File: src/rtl/yuv422_word_packer_if.sv
// Byte-in / word-out port bundle for yuv422_word_packer.
//   slave  : the packer's view (receives bytes, produces words and status)
//   master : the producer/consumer view (drives bytes and word_ready)
// Signals:
//   in_valid, yuv_in, sync_clr : byte stream from the converter
//   in_ready                   : FIFO not full (registered)
//   word_valid, word_ready     : word handshake toward memory/bus logic
//   word_out                   : packed {U,Y0,V,Y1}
//   fill_level, overflow       : FIFO occupancy and sticky overrun flag
interface yuv422_word_packer_if #(
    parameter int unsigned DEPTH = 4,
    parameter int unsigned BW    = 8
);
    localparam int unsigned CW = $clog2(DEPTH + 1);

    logic              in_valid;
    logic [BW-1:0]     yuv_in;
    logic              sync_clr;
    logic              in_ready;
    logic              word_valid;
    logic              word_ready;
    logic [4*BW-1:0]   word_out;
    logic [CW-1:0]     fill_level;
    logic              overflow;

    modport slave (
        input  in_valid, yuv_in, sync_clr, word_ready,
        output in_ready, word_valid, word_out, fill_level, overflow
    );

    modport master (
        output in_valid, yuv_in, sync_clr, word_ready,
        input  in_ready, word_valid, word_out, fill_level, overflow
    );
endinterface

File: src/rtl/yuv422_word_packer.sv
// Packs a YUV 4:2:2 byte stream (U, Y0, V, Y1) into 32-bit words {U,Y0,V,Y1}, buffers them
// in a show-ahead FIFO and presents them on a valid/ready word port. The upstream converter
// ignores backpressure, so bytes arriving while in_ready=0 are dropped and flagged in a
// sticky overflow bit.
// Ports:
//   clk   : rising-edge clock
//   reset : synchronous, active-low reset
//   bus   : yuv422_word_packer_if.slave (byte input, word output, status)
module yuv422_word_packer #(
    parameter int unsigned DEPTH = 4,
    parameter int unsigned BW    = 8
) (
    input logic                    clk,
    input logic                    reset,
    yuv422_word_packer_if.slave    bus
);
    localparam int unsigned AW = (DEPTH > 1) ? $clog2(DEPTH) : 1;
    localparam int unsigned CW = $clog2(DEPTH + 1);
    localparam int unsigned WW = 4 * BW;
    localparam logic [CW-1:0] Full = CW'(DEPTH);

    logic [1:0]    phase_q, phase_d;
    logic [1:0]    slot;
    logic [BW-1:0] u_q, u_d, y0_q, y0_d, v_q, v_d;
    logic [WW-1:0] mem_q [DEPTH];
    logic [AW-1:0] wr_ptr_q, wr_ptr_d, rd_ptr_q, rd_ptr_d;
    logic [CW-1:0] count_q, count_d;
    logic [WW-1:0] word_out_q, word_out_d;
    logic [WW-1:0] push_word;
    logic          word_valid_q;
    logic          in_ready_q;
    logic          overflow_q, overflow_d;
    logic          accept, push, pop;

    always_comb begin
        accept    = bus.in_valid && in_ready_q;
        pop       = word_valid_q && bus.word_ready;
        // sync_clr forces the accepted byte into slot U, so it can never complete a word
        push      = accept && !bus.sync_clr && (phase_q == 2'd3);
        push_word = {u_q, y0_q, v_q, bus.yuv_in};

        phase_d = phase_q;
        u_d     = u_q;
        y0_d    = y0_q;
        v_d     = v_q;
        slot    = bus.sync_clr ? 2'd0 : phase_q;

        if (bus.sync_clr) begin
            phase_d = 2'd0;
        end
        if (accept) begin
            unique case (slot)
                2'd0:    u_d  = bus.yuv_in;
                2'd1:    y0_d = bus.yuv_in;
                2'd2:    v_d  = bus.yuv_in;
                default: ;  // Y1 goes straight into push_word
            endcase
            phase_d = slot + 2'd1;
        end

        wr_ptr_d = push ? wr_ptr_q + AW'(1) : wr_ptr_q;
        rd_ptr_d = pop  ? rd_ptr_q + AW'(1) : rd_ptr_q;

        unique case ({push, pop})
            2'b10:   count_d = count_q + CW'(1);
            2'b01:   count_d = count_q - CW'(1);
            default: count_d = count_q;
        endcase

        overflow_d = overflow_q || (bus.in_valid && !in_ready_q);

        // Next head: the word being pushed bypasses the memory when it becomes the head
        // (FIFO empty, or its only word is popped this cycle); otherwise read the array.
        // With the FIFO going empty, word_out keeps its last value.
        word_out_d = word_out_q;
        if (push && ((count_q == '0) || ((count_q == CW'(1)) && pop))) begin
            word_out_d = push_word;
        end else if (count_d != '0) begin
            word_out_d = mem_q[rd_ptr_d];
        end
    end

    always_ff @(posedge clk) begin
        if (!reset) begin
            phase_q      <= 2'd0;
            u_q          <= '0;
            y0_q         <= '0;
            v_q          <= '0;
            wr_ptr_q     <= '0;
            rd_ptr_q     <= '0;
            count_q      <= '0;
            word_out_q   <= '0;
            word_valid_q <= 1'b0;
            in_ready_q   <= 1'b1;
            overflow_q   <= 1'b0;
        end else begin
            phase_q      <= phase_d;
            u_q          <= u_d;
            y0_q         <= y0_d;
            v_q          <= v_d;
            wr_ptr_q     <= wr_ptr_d;
            rd_ptr_q     <= rd_ptr_d;
            count_q      <= count_d;
            word_out_q   <= word_out_d;
            word_valid_q <= (count_d != '0);
            in_ready_q   <= (count_d != Full);
            overflow_q   <= overflow_d;
        end
    end

    // Storage is not reset; pointers and count make stale entries unreachable.
    always_ff @(posedge clk) begin
        if (reset && push) begin
            mem_q[wr_ptr_q] <= push_word;
        end
    end

    assign bus.in_ready   = in_ready_q;
    assign bus.word_valid = word_valid_q;
    assign bus.word_out   = word_out_q;
    assign bus.fill_level = count_q;
    assign bus.overflow   = overflow_q;
endmodule

File: src/flat_wrapper.sv
// flat-port wrapper written by rule: the top's interface ports become plain ports
module yuv422_word_packer_flat 
#(
    parameter int unsigned DEPTH = 4,
    parameter int unsigned BW    = 8
)
  (clk, reset, bus_in_valid, bus_yuv_in, bus_sync_clr, bus_word_ready, bus_in_ready, bus_word_valid, bus_word_out, bus_fill_level, bus_overflow);
  yuv422_word_packer_if #(.DEPTH(DEPTH), .BW(BW)) bus_i ();
  input logic clk;
  input logic reset;
  input wire logic [$bits(bus_i.in_valid)-1:0] bus_in_valid;
  input wire logic [$bits(bus_i.yuv_in)-1:0] bus_yuv_in;
  input wire logic [$bits(bus_i.sync_clr)-1:0] bus_sync_clr;
  input wire logic [$bits(bus_i.word_ready)-1:0] bus_word_ready;
  output wire logic [$bits(bus_i.in_ready)-1:0] bus_in_ready;
  output wire logic [$bits(bus_i.word_valid)-1:0] bus_word_valid;
  output wire logic [$bits(bus_i.word_out)-1:0] bus_word_out;
  output wire logic [$bits(bus_i.fill_level)-1:0] bus_fill_level;
  output wire logic [$bits(bus_i.overflow)-1:0] bus_overflow;
  assign bus_i.in_valid = bus_in_valid;
  assign bus_i.yuv_in = bus_yuv_in;
  assign bus_i.sync_clr = bus_sync_clr;
  assign bus_i.word_ready = bus_word_ready;
  assign bus_in_ready = bus_i.in_ready;
  assign bus_word_valid = bus_i.word_valid;
  assign bus_word_out = bus_i.word_out;
  assign bus_fill_level = bus_i.fill_level;
  assign bus_overflow = bus_i.overflow;
  yuv422_word_packer #(.DEPTH(DEPTH), .BW(BW)) u_core (.clk(clk), .reset(reset), .bus(bus_i));
endmodule
File: config.mk
export PLATFORM = sky130hd
export DESIGN_NAME = yuv422_word_packer_flat
export DESIGN_NICKNAME = d
export VERILOG_FILES = /design/src/rtl/yuv422_word_packer_if.sv /design/src/rtl/yuv422_word_packer.sv /design/src/flat_wrapper.sv
export SDC_FILE = /design/constraint.sdc
export NUM_CORES = 1
export LEC_CHECK = 0
export CAP_MARGIN = 15
export CORE_MARGIN = 3
export CORE_UTILIZATION = 55
export CTS_BUF_LIST = sky130_fd_sc_hd__clkbuf_8
export DETAILED_ROUTE_END_ITERATION = 10
export HOLD_SLACK_MARGIN = 0.06
export PLACE_DENSITY = 0.89
export SLEW_MARGIN = 5
export SYNTH_ARGS = -nofsm -noshare
export SYNTH_HDL_FRONTEND = slang
export SYNTH_SLANG_ARGS = --single-unit
File: constraint.sdc
create_clock -name clk -period 2.6 [get_ports clk]
set_input_delay 0.52 -clock clk [delete_from_list [all_inputs] [get_ports clk]]
set_output_delay 0.52 -clock clk [all_outputs]
set_load 0.03 [all_outputs]
# == Yosys cells after proc, flatten, opt, wreduce, memory -nomap -nowiden ==
# Memory sizes are Yosys's and may differ from the RTL's.
# Index checks and enable logic that the tools add are counted.
# W data, S select, Z words.
# totals
register_bits,68
ramBits,128
in_bits,13
out_inout_bits,38
word_cells,51
memories,1
# classes
n_addsub,5
n_eq_ne,7
mux,8
reduce_logical,19
# memory_table
name,words,word_bits,read_ports,rd_clocked_by_memory_dff,wr,line,source
u_core.mem_q,4,32,1,0,1,yuv422_word_packer.sv:25,logic [WW-1:0] mem_q [DEPTH];
# op_table
cell,n
$mux W32,2
$logic_and A1 B1 Y1,8
$add A2 B1 Y2 const B,3
$eq A2 B2 Y1 const B,3
$mux W2,3
$pmux W3 S2,1
$reduce_and A2 Y1,3
$eq A2 B1 Y1 const B,2
$add A3 B1 Y3 const B,1
$eq A3 B1 Y1 const B,1
$logic_not A3 Y1,1
$ne A3 B3 Y1 const B,1
$reduce_bool A3 Y1,1
$sub A3 B1 Y3 const B,1
$logic_not A1 Y1,2
$logic_not A2 Y1,1
$logic_or A1 B1 Y1,2
$mux W1,2
$reduce_bool A2 Y1,1

# == Longest topological paths before layout ==
# Gate-level depths: netlist of run 1.
# logic_depth
ltp_word,8
ltp_mapped,10
mapped_depth_nobuf,8

# == Least setup slack after synthesis of run 1 ==
# OpenSTA, ideal clock, no wires.
# synth_timing
kind,in2reg
start,in bus_sync_clr
end,"reg u_core.word_out_q[0], in the netlist u_core.bus.word_out[0]"
setup_ps,79
arrival_time_ps,2652
required_time_ps,2521
setup_slack_ps,-131
stages,9
n_path_buf,1
path_cell_list,nand4b_2 -> nor2_1 -> inv_1 -> ha_1 -> or2_1 -> o221a_2 -> a31o_2 -> buf_4 -> o221ai_2
# synth_via
elab_chain_len,7
elab_cells_between_ends,10
cone_classes,eq/ne (2); mux (2); reduce/logical (6)
# synth_rtl
item,line,source
"start, declared",flat_wrapper.sv:13,input wire logic [$bits(bus_i.sync_clr)-1:0] bus_sync_clr;
$logic_not A1 Y1 *,yuv422_word_packer.sv:39,push = accept && !bus.sync_clr && (phase_q == 2'd3);
$logic_and A1 B1 Y1 * (2 in series),yuv422_word_packer.sv:39,
named net u_core.push,yuv422_word_packer.sv:33,"logic accept, push, pop;"
$eq A2 B1 Y1 or $eq A2 B2 Y1 (tied branches),yuv422_word_packer.sv:64,"unique case ({push, pop})"
$pmux W3 S2,yuv422_word_packer.sv:64,
$reduce_bool A3 Y1,yuv422_word_packer.sv:78,end else if (count_d != '0) begin
$reduce_bool A2 Y1 (no source line),-,
"end signal, assigned",yuv422_word_packer.sv:104,word_out_q <= word_out_d;
"end, declared",yuv422_word_packer.sv:28,"logic [WW-1:0] word_out_q, word_out_d;"
# Mark *: on every way through the listed nets, which the timed path passes. The rest lies on a longest branch.
# A chain may end at the register's enable or synchronous reset.

# == Final worst setup path of run 1 ==
# layout_timing
start,reg u_core.phase_q[0]
end,"reg u_core.word_out_q[31], in the netlist u_core.bus.word_out[31]"
# layout_via
elab_chain_len,6
elab_cells_between_ends,9
cone_classes,eq/ne (3); mux (2); reduce/logical (4)
# layout_rtl
item,line,source
"start, declared",yuv422_word_packer.sv:22,"logic [1:0] phase_q, phase_d;"
"start signal, assigned",yuv422_word_packer.sv:97,phase_q <= phase_d;
$eq A2 B2 Y1 *,yuv422_word_packer.sv:39,
$logic_and A1 B1 Y1 *,yuv422_word_packer.sv:39,
named net u_core.push,yuv422_word_packer.sv:33,
$eq A2 B1 Y1 or $eq A2 B2 Y1 (tied branches),yuv422_word_packer.sv:64,
$pmux W3 S2,yuv422_word_packer.sv:64,
$reduce_bool A3 Y1,yuv422_word_packer.sv:78,
$reduce_bool A2 Y1 (no source line),-,
# Marked as above.

==> PnR_summary.wiki, run 1 <==
{| class="wikitable"
! Metric !! Value
|-
| Number of search-and-repair iterations in the first detailed-routing pass || 5
|-
| Flip-flop cell with the highest count after synthesis || edfxtp_1
|-
| Final Hold Vio Count || 0
|-
| Portion of the clock cycle consumed by the worst path in the final layout || around 95%
|-
| Xor and xnor area share after synthesis || less than 1%
|-
| CTS Buf Count || 17
|-
| Pins Over Slew Limit || 0
|-
| Vias after detailed routing || ~5500
|-
| Leakage power total || approximately 0.0042 µW
|-
| Htree depth || 4
|-
| Number of flops mapped to enable cells by yosys || ~130
|-
| IO Pins || 51
|-
| Part of the total power dissipated in combinational logic || 3.8%
|-
| Layout cell share with drive strength beyond 1 || 20.4%
|-
| Tightest Hold Check Type || reg -> reg
|-
| Switching power || roughly 1100 µW
|-
| Cell with the most instances after synthesis || mux2i_1
|-
| Synth area leaders || edfxtp_1 (42%), mux2i_1 (17%), dfxtp_1 (15%)
|-
| Count of unique library cells instantiated by Yosys || 42
|-
| Vias per Instance || ~6
|-
| Peak ir drop on the vdd network || between 0.3 and 0.4 mV
|-
| Post-route insts no fill || slightly above 900
|-
| Drt first-iter violations || between 400 and 500
|-
| Largest family of logic cells by synthesized area || multiplexers
|-
| Max Buffers Root-to-Sink || 2
|-
| Weighted congestion at the end of routability-driven global placement || around 0.86
|-
| Routed wire length || about 20000 µm
|-
| Number of nets in the final layout || approximately 720
|-
| TritonCTS clock tree || done
|-
| Detailed-placement wirelength estimate || about 12000 µm
|-
| Kind of capture point of the worst setup path || register
|-
| Path type of the worst setup path || reg -> reg
|-
| Proportion of total power due to net switching || about 21%
|-
| Timing-limited maximum frequency || about 410 MHz
|-
| Placed insts || approximately 880
|-
| Clock latency on the worst-skew pair || roughly 480 ps
|-
| Initial Util || about 57%
|-
| Hold buffers post-CTS || 0
|-
| Full die area || 18100 µm²
|-
| Origin of the critical flop-to-flop path || u_core.phase_q[0]$_SDFF_PN0_
|-
| Register share of total power || 62.0%
|-
| # fillers || roughly 1100
|-
| Clock Sink Count || ~200
|-
| Synthesized area per cell || 14.8 µm²
|-
| Cell row count || 46
|-
| Final critical path time including I/O delays and setup || 2470 ps
|-
| Arrival time at the worst endpoint || 2870 ps
|-
| Library cell occupying the most area in the post-synthesis netlist || edfxtp_1
|-
| Die Span Y || approximately 130 µm
|-
| Unrepaired setup endpoints after global routing || no
|-
| Seq/Total Area, Yosys || about 57%
|-
| Mapped Nets || between 600 and 700
|-
| Flop and latch count out of synthesis || just under 200
|-
| Final Worst Setup Slack || 132 ps
|-
| Mux share of post-synthesis cell area || between 20% and 30%
|-
| DIE WIDTH || about 130 µm
|-
| Internal power || approximately 4300 µW
|-
| Req. time, crit path || about 3000 ps
|-
| Crit-path cells || clkinv_1 > nor2_4 > inv_2 > ha_2 > mux2_4 > o32ai_4 > buf_6 > nand4bb_4 > clkbuf_16 > o221ai_2
|-
| Adder-Cell Fraction of Synth Area || between 1.5 and 2%
|-
| Area fraction in and, or, nand and nor cells after synthesis || roughly 4.4%
|-
| Buffers & Inverters on Critical Path || 4
|-
| Worst slew slack as a fraction of its limit || a little over half
|-
| Clk pwr share || around a third
|-
| Total grt overflow || 0
|-
| Average wire per standard cell || between 20 and 25 µm
|-
| Diodes inserted || 0
|-
| Power, Total || ~5400 µW
|-
| Placeable core region || between 15000 and 20000 µm²
|-
| Final setup fails || 0
|-
| Drt drc || 0
|-
| Post-synthesis compound-gate area fraction || 6.67%
|-
| Max FO, Critical Path || 8
|-
| FFs w/ async S/R, synth || 0%
|-
| CP peak stage delay || about 350 ps
|-
| Areal power density over the cells || 513 nW/µm²
|-
| Master of the slowest instance on the critical path || dfxtp_1
|-
| Largest delay share family, worst path || buffers and inverters
|-
| Post-place setup slack || -472 ps
|-
| Clock root buffer || clkbuf_8
|-
| Largest net degree at the start of global routing || 75
|-
| Number of port buffers || 50
|-
| Number of violations of the max-capacitance limit || 0
|-
| Maximum clock skew at final layout || 14.4 ps
|-
| Synthesis Warnings || 0
|-
| Reg clk slew, reported paths || approximately 90 ps
|-
| Antenna violations before repair || 0
|-
| Top post-synthesis cells by count || mux2i_1 (153), edfxtp_1 (128), dfxtp_1 (68)
|-
| Category of the worst setup path launch point || register
|-
| Source of the critical timing path || u_core.phase_q[0]$_SDFF_PN0_
|-
| Hold Path Origin || u_core.bus.overflow$_SDFF_PN0_
|-
| Gr usage total || 22.4%
|-
| Total negative setup slack || 0 ps
|-
| Fraction of post-synthesis cell area in the top cell type by area || between 40 and 50%
|-
| Vias in the first global route || between 5000 and 6000
|-
| Worst Max-Slew Pin Slew || 713 ps
|-
| Synthesis-to-finish area growth || 15.3%
|-
| Residual antenna-violating net count after detailed routing || 0
|-
| Synthesized instance count || approximately 600
|-
| Worst Hold Margin || slightly below 500 ps
|-
| Mapped cell area || slightly above 9000 µm²
|-
| Run status || finished, final reports clean
|-
| Wire length of the first global-routing pass || about 30000 µm
|}
sequential cells by signal, summed over array words and instances, names as in the netlist:
register               flops
u_core.rd_ptr_q            2
u_core.bus.in_ready        1
u_core.phase_q             2
u_core.mem_q             128
u_core.bus.overflow        1
u_core.v_q                 8
u_core.wr_ptr_q            2
u_core.u_q                 8
u_core.bus.fill_level      3
u_core.y0_q                8
u_core.bus.word_valid      1
u_core.bus.word_out       32
power by group through the flow:
stage          Sequential [µW]  Combinational [µW]  Clock [µW]
6_report                  3340                 203        1850
4_1_cts                   3340                 183        1880
3_3_place_gp              3410                 176           0
2_1_floorplan             3410                93.1           0
5_1_grt                   3340                 213        2000
3_5_place_dp              3410                 182           0
path summary, 6_finish.rpt:
| check | depth (start not counted) | slack, ps | endpoint |
|---|---|---|---|
| worst min-delay path | 2 | 500 | u_core.bus.overflow$_SDFF_PN0_ |
| worst min register to register | 2 | 500 | u_core.bus.overflow$_SDFF_PN0_ |
| worst max register to register | 10 | 130 | u_core.bus.word_out[31]$_SDFFE_PN0P_ |
| worst max-delay path | 10 | 130 | u_core.bus.word_out[31]$_SDFFE_PN0P_ |
worst min-delay path, cell delays in order (launching register included):
cell	delay, ps
dfxtp_1	340
a21oi_1	50
nor2_1	70
area by class of cell:
class,instances,area (µm²),share of cell area [%]
Sequential cell,196,5210,49.6
Tap cell,216,270,2.57
Timing Repair Buffer,87,938,8.94
Clock buffer,19,262,2.49
Clock inverter,12,104,0.989
Multi-Input combinational cell,343,3550,33.8
Inverter,43,164,1.56
kinds of logic after synthesis:
logic type	Yosys count
adders and majority gates	14
xor gates and xnor gates	4
DFF	196
muxes	186
buffers and inverters	78
and+or+nand+nor	91
AOI/OAI and AO/OA	48
cells in the final DEF, fill, tap and decap left out, drive strengths merged, types with 2 or more instances in the layout:
master	synthesis	routed
dlymetal6s2s	0	2
clkdlybuf4s50	0	48
bufinv	0	2
nand2	42	42
mux4	32	32
clkbuf	10	21
xor2	2	2
inv	42	48
edfxtp	128	128
nand4b	2	2
xnor2	2	2
o221ai	33	33
clkinv	1	4
a31oi	2	2
a21oi	4	4
dfxtp	68	68
nand2b	4	4
mux2i	153	153
ha	14	14
buf	25	35
and3	4	4
o21ai	3	3
nor2	34	34
what timing repair did:
item	CTS	global route
resized for setup	0	15
endpoints found under the hold margin	0	0
endpoints found under the setup margin	0	31
setup buffers	0	1
stage by stage:
step	instance area (µm²)	utilization, %
2_1_floorplan	9110	-
3_3_place_gp	10000	62.3
3_5_place_dp	10000	62.3
4_1_cts	10400	64.5
5_1_grt	10500	65.4
6_report	10500	65.4
metal layers:
layer / up-vias / track usage (%) / wire length (µm)
met1: 2834 / 28.4 / 8110
met4: 0 / 8.31 / 418
met3: 33 / 4.92 / 1370
met5: - / 0 / 0
li1: 2471 / - / -
met2: 209 / 38.2 / 10400
Power figures use the tool's default switching activity.
==> run 2: changes to the inputs <==
- GPL_ROUTABILITY_DRIVEN: not set -> 0
==> results of run 2 <==
The final DEF is identical to that of run 1; final timing and power are the same.
